`config.mk`:
```
export PLATFORM = sky130hd
export DESIGN_NAME = pma_rx_aligner
export DESIGN_NICKNAME = d
export VERILOG_FILES = /design/src/rtl/pma_rx_aligner.sv
export SDC_FILE = /design/constraint.sdc
export NUM_CORES = 1
export LEC_CHECK = 0
export CAP_MARGIN = 20
export CORE_ASPECT_RATIO = 1.5
export CORE_MARGIN = 8
export CORE_UTILIZATION = 30
export DETAILED_ROUTE_END_ITERATION = 6
export GPL_TIMING_DRIVEN = 0
export PLACE_DENSITY_LB_ADDON = 0.3
export SLEW_MARGIN = 15
export SYNTH_ARGS = -nofsm -noshare
export SYNTH_HDL_FRONTEND = slang
export SYNTH_SLANG_ARGS = --single-unit
```
`constraint.sdc`:
```
create_clock -name clk -period 2.35 [get_ports clk]
set_input_delay 0.705 -clock clk [delete_from_list [all_inputs] [get_ports clk]]
set_output_delay 0.705 -clock clk [all_outputs]
set_load 0.005 [all_outputs]
```
`src/rtl/pma_rx_aligner.sv`:
```
// 1000BASE-X receive aligner: bit-serial in, /K28.5/-aligned 10-bit groups out; lock/loss via comma counting.
// Group emitted one clock after its last bit; no backpressure, cg_valid strobes once per 10 bits while aligned.
module pma_rx_aligner #(
  parameter int unsigned LOCK_COMMAS = 2,
  parameter int unsigned COMMA_LOSS  = 4
) (
  input  logic       clk,
  input  logic       rst,
  input  logic       rx_bit,
  output logic [9:0] rx_code_group,
  output logic       cg_valid,
  output logic       comma_det,
  output logic       aligned
);

  typedef enum logic [1:0] {HUNT, CHECK, LOCKED} state_t;

  localparam logic [3:0] LOCK_N = 4'(LOCK_COMMAS);
  localparam logic [3:0] LOSS_N = 4'(COMMA_LOSS);

  state_t     state, state_nxt;
  logic [9:0] sr;
  logic [3:0] ph, ph_nxt;
  logic [3:0] good_cnt, good_nxt, good_inc;
  logic [3:0] miss_cnt, miss_nxt, miss_inc;
  logic       comma_at, boundary, emit;

  // sr[9] is the oldest bit, so a complete comma group has its first 7 bits in sr[9:3]
  assign comma_at = (sr[9:3] == 7'b0011111) || (sr[9:3] == 7'b1100000);
  assign boundary = (state == HUNT) ? comma_at : (ph == 4'd9);
  assign good_inc = (good_cnt == 4'hF) ? good_cnt : good_cnt + 4'd1;
  assign miss_inc = (miss_cnt == 4'hF) ? miss_cnt : miss_cnt + 4'd1;
  assign aligned  = (state == LOCKED);

  always_comb begin
    state_nxt = state;
    ph_nxt    = (ph == 4'd9) ? 4'd0 : ph + 4'd1;
    good_nxt  = good_cnt;
    miss_nxt  = miss_cnt;
    emit      = boundary;
    unique case (state)
      HUNT: begin
        if (comma_at) begin
          ph_nxt    = 4'd0;
          good_nxt  = 4'd1;
          miss_nxt  = 4'd0;
          state_nxt = (LOCK_N == 4'd1) ? LOCKED : CHECK;
        end
      end
      CHECK: begin
        if (comma_at && boundary) begin
          good_nxt = good_inc;
          if (good_inc >= LOCK_N) begin
            state_nxt = LOCKED;
            miss_nxt  = 4'd0;
          end
        end else if (comma_at) begin
          // Off-phase comma before lock: trust the newest comma instead
          ph_nxt   = 4'd0;
          good_nxt = 4'd1;
          emit     = 1'b1;
        end
      end
      LOCKED: begin
        if (comma_at && boundary) begin
          miss_nxt = 4'd0;
        end else if (comma_at) begin
          miss_nxt = miss_inc;
          if (miss_inc >= LOSS_N) begin
            state_nxt = HUNT;
            good_nxt  = 4'd0;
            miss_nxt  = 4'd0;
          end
        end
      end
      default: state_nxt = HUNT;
    endcase
  end

  always_ff @(posedge clk or negedge rst) begin
    if (!rst) begin
      state         <= HUNT;
      sr            <= '0;
      ph            <= '0;
      good_cnt      <= '0;
      miss_cnt      <= '0;
      rx_code_group <= '0;
      cg_valid      <= 1'b0;
      comma_det     <= 1'b0;
    end else begin
      state    <= state_nxt;
      sr       <= {sr[8:0], rx_bit};
      ph       <= ph_nxt;
      good_cnt <= good_nxt;
      miss_cnt <= miss_nxt;
      if (emit) begin
        rx_code_group <= sr;
        cg_valid      <= 1'b1;
        comma_det     <= comma_at;
      end else begin
        cg_valid  <= 1'b0;
        comma_det <= 1'b0;
      end
    end
  end

endmodule

```
=== Word level (Yosys, flattened, before mapping) ===
Cells that the tools add are included.

* Register bits: 36
* Bits of input ports: 3
* Word-level logic and storage cells: 66

* Add/sub/neg operators: 3
* Order comparisons: 2
* Equal/unequal tests: 14
* Muxes and demuxes: 32
* Reduce and logical (&&, ||, !) cells: 7

{| class="wikitable"
|+ Operators by type and width
! cell !! count
|-
| 4-bit two-way mux || 16
|-
| 4-bit one-hot mux with 3 select lines || 2
|-
| 4-bit by 1-bit adder with 4-bit output (second input constant) || 3
|-
| 4-bit == test (second input constant) || 3
|-
| 2-bit two-way mux || 6
|-
| 2-bit != test (second input constant) || 4
|-
| 4-bit one-hot mux with 2 select lines || 1
|-
| 7-bit by 5-bit == test with 1-bit output (second input constant) || 1
|-
| 7-bit == test (second input constant) || 1
|-
| 1-bit two-way mux || 6
|-
| 2-bit one-hot mux with 3 select lines || 1
|-
| 6-bit AND reduction || 1
|-
| 5-bit AND reduction || 1
|-
| 4-bit by 2-bit greater-or-equal comparator with 1-bit output (second input constant) || 1
|-
| 4-bit by 3-bit greater-or-equal comparator with 1-bit output (second input constant) || 1
|-
| 2-bit by 1-bit != test with 1-bit output (second input constant) || 2
|-
| 4-bit AND reduction || 1
|-
| 3-bit by 1-bit != test with 1-bit output (second input constant) || 1
|-
| 3-bit nonzero test || 1
|-
| 2-bit by 1-bit == test with 1-bit output (second input constant) || 1
|-
| 2-bit == test (second input constant) || 1
|-
| 2-bit logical NOT || 1
|-
| 1-bit logical AND || 1
|-
| 1-bit logical OR || 1
|}

=== Longest topological paths before layout ===
* Depth after elaboration: 7
* Depth in mapped cells: 8
* Depth with buffers taken out: 7

=== Worst setup path before layout ===
Ideal clock, no wire load.

* Path type: reg-to-reg
* Start point: register state[0]
* End point: register good_cnt[1]
* Setup time: 0.122 ns
* Arrival: 1.846 ns
* Setup slack: 0.382 ns
* Stages on the path, launching flop included: 9
* Period minus slack after synthesis: 1.968 ns
* Path through: dfrtp_1 inv_1 ha_1 clkbuf_1 nor4b_1 a211oi_1 o211ai_1 a22o_1 a32o_1

{| class="wikitable"
|+ RTL lines
! item !! line !! source
|-
| start: declaration || 21 || <nowiki>state_t state, state_nxt;</nowiki>
|-
| start signal: assignment || 91 || <nowiki>state <= state_nxt;</nowiki>
|-
| 2-bit == test (*) || n/a ||
|-
| via aligned || 13 || <nowiki>output logic aligned</nowiki>
|-
| 2-bit by 1-bit != test with 1-bit output (no source line), or another cell as far along || n/a ||
|-
| 4-bit AND reduction (no source line) || n/a ||
|-
| end signal: assignment || 94 || <nowiki>good_cnt <= good_nxt;</nowiki>
|-
| end: declaration || 24 || <nowiki>logic [3:0] good_cnt, good_nxt, good_inc;</nowiki>
|}

Mark *: on every way through the listed nets, which the timed path passes. The rest lies on a longest branch.
A chain may end at the register's enable or synchronous reset.

=== Worst setup path after layout ===
* Start point: register state[0]
* End point: output port aligned

* Longest elaborated chain between the ends: 1

{| class="wikitable"
|+ RTL lines
! item !! line !! source
|-
| 2-bit == test || 33 || <nowiki>assign aligned = (state == LOCKED);</nowiki>
|-
| end: declaration || 13 ||
|}

No other way between the ends.

==> metrics.cfg <==
[power_and_ir_drop]
power_leakage_nw = 0.9314
ir_drop_mv = 0.4344
p_per_area_nw_per_um2 = 1014

[finish]
fillers = 587
multi_input_area_um2 = 792.0
layout_common_cells = dfrtp_1, nor2_1, clkdlybuf4s50_1
seqCellArea_um2 = 900.9
drive_above_1_share_pct = 15.25
insertedDiodeCount = 0
nets = 186
area_delta_synth_final_pct = 20.06
mostFrequentLayoutCell = dfrtp_1

[timing]
fin_tns_setup_ps = 0
worst_clock_skew_ps = 9.121
drv_slew = 0
min_period_ps = 2197
setup_viol = 0
worst_hold_slack_ps = 316.1
worst_pin_slew_ps = 497.2
period_share_pct = 93.50
hold_viol = 0
fmax_mhz = 455.1
max-slew-margin-rel_pct = 66.44
rsz0062_at_grt = false

[floorplanning]
die_y_um = 109.1
initial_utilization_pct = 30.42
die_w_um = 78.08
io_pins = 16
core_area_um2 = 5700
rows = 34
die_area_um2 = 8520

[global_routing]
grt_pass1_vias = 1307
track_usage_pct = 8.865
grt.overflow.total = 0
antenna_found_initial = 0
grt_max_degree = 25
grt_first_pass_wirelength_um = 6113

[outcome]
status = finished clean

[clock_network]
cts_tree = yes
htree_levels = 2
postCtsSetupRepairBufs = 0
ctsResizeCount = 0
clkSinkCount = 36
cts_root_buf = clkbuf_8
cts_buffers = 5
clk_latency_ps = 280
holdBufCountCts = 0
cts.path.max_buffers = 2
clk_pin_slew_ps = 70

[worst_hold_path]
hp-class = in -> async

[synthesis]
ys_ff_latch = 36
yosysSeqAreaShare_pct = 51.95
synthesis.nets = 163
async_reset_ff_share_pct = 100.0
avgSynthCellArea_um2 = 11.26
yosys.cell_types.count = 48
synth_cells = 154
ys.flop_type = dfrtp_1
netlist_area_um2 = 1734
yosysWarnings = 0
synth_edf_count = 0

[route]
post_drt_wl_per_cell_um = 13.41
antenna_left = 0
drt_wl_total_um = 3338
first_iter_violations = 41
viasPerCell = 4.968
drc_errors = 0
dr.pass1.iters = 4
via_count = 1237

[setup_path]
path_class = reg -> out
critPathMaxFanout = 4
cp-start-kind = register
cp.required_ps = 1640
cp.arrival_ps = 1490
end_kind = primary output

[flow_run]
maxCapViolations = 0

[placement]
hpwl_um = 2484
portBuffers = 15
place_congestion = 0.8338

-- registers in the layout, summed over array words and instances (netlist names) --
signal         cells
ph                 4
comma_det          1
rx_code_group     10
good_cnt           4
cg_valid           1
miss_cnt           4
sr                10
state              2
-- per-layer routing --
layer  GRT usage, %  vias to the layer above  routed length (um)
met5              0                        -                   0
met4          5.718                        0                  95
met3          1.815                        7                  81
met2          15.39                       17                1663
met1          9.578                      610                1497
li1               -                      603                   -
-- synthesized netlist by cell type (all sizes together) (2+ instances only) --
library cell  instances  share of area (%)
dfrtp                36                 52
nor2                 16                3.9
mux2                 13                8.4
nand2                12                2.6
o21ai                 9                2.8
inv                   8                1.7
ha                    6                4.3
a21oi                 5                1.4
and2                  5                1.9
and4bb                3                2.2
clkbuf                3               0.65
nand3                 3               0.87
a211oi                2                1.2
a2bb2oi               2                1.4
a41oi                 2                1.0
and4                  2                1.2
and4b                 2                1.2
nand4                 2               0.72
nor3                  2               0.58
o211a                 2                1.2
-- per-stage QoR --
step	util, %	setup slack [ps]	cells	power (mW)	instance area (um^2)
finish	36.52	152.7	249	2.112	2082
global route	36.52	26.34	249	2.294	2082
CTS	36.39	113.3	249	2.140	2074
detailed placement	35.03	111.4	242	1.721	1997
global placement	34.64	-265.8	241	1.703	1974
floorplan	-	382.1	154	1.380	1734
-- worst max-delay path, stage by stage, from the launching register on --
cell             delay, ps
dfrtp_1                410
inv_1                  100
ha_1                   190
clkdlybuf4s50_1        520
-- cells by family (layout without fill, tap and decap cells) --
family | Yosys count | after routing | share of synthesized area (%)
AND/OR/NAND/NOR | 52 | 52 | 17.03
flip-flops | 36 | 36 | 51.95
AO/OA/AOI/OAI | 33 | 33 | 14.36
multiplexers | 14 | 14 | 9.019
buffers and inverters | 12 | 35 | 2.814
adder cells (fa/ha/maj) | 6 | 6 | 4.329
XOR/XNOR | 1 | 1 | 0.5051
-- cell type report --
type	count	area share, %
buffer	4	0.9014
clock buffer	6	3.486
clock inverter	1	0.2404
inverter	8	1.442
multi-input combinational	106	38.04
sequential	36	43.27
tap	72	4.327
timing repair buffer	16	8.293
-- where the power goes --
part | internal (mW) | leakage (nW) | switching, mW
Clock | 0.201 | 0.0410 | 0.203
Sequential | 0.776 | 0.456 | 0.116
Combinational | 0.444 | 0.434 | 0.370
-- final timing paths --
kind                          start                to  slack, ps  depth (start not counted)
max in group asynchronous       rst             ph[2]       1600                          2
setup / recovery           state[0]           aligned        150                          3
hold / removal                  rst  rx_code_group[8]        320                          1
hold reg to reg               sr[2]             sr[3]        380                          0
setup reg to reg           state[0]       good_cnt[1]        250                          8
min in group clk              sr[2]             sr[3]        380                          0
Note: power is estimated with default switching activity, not from simulation.
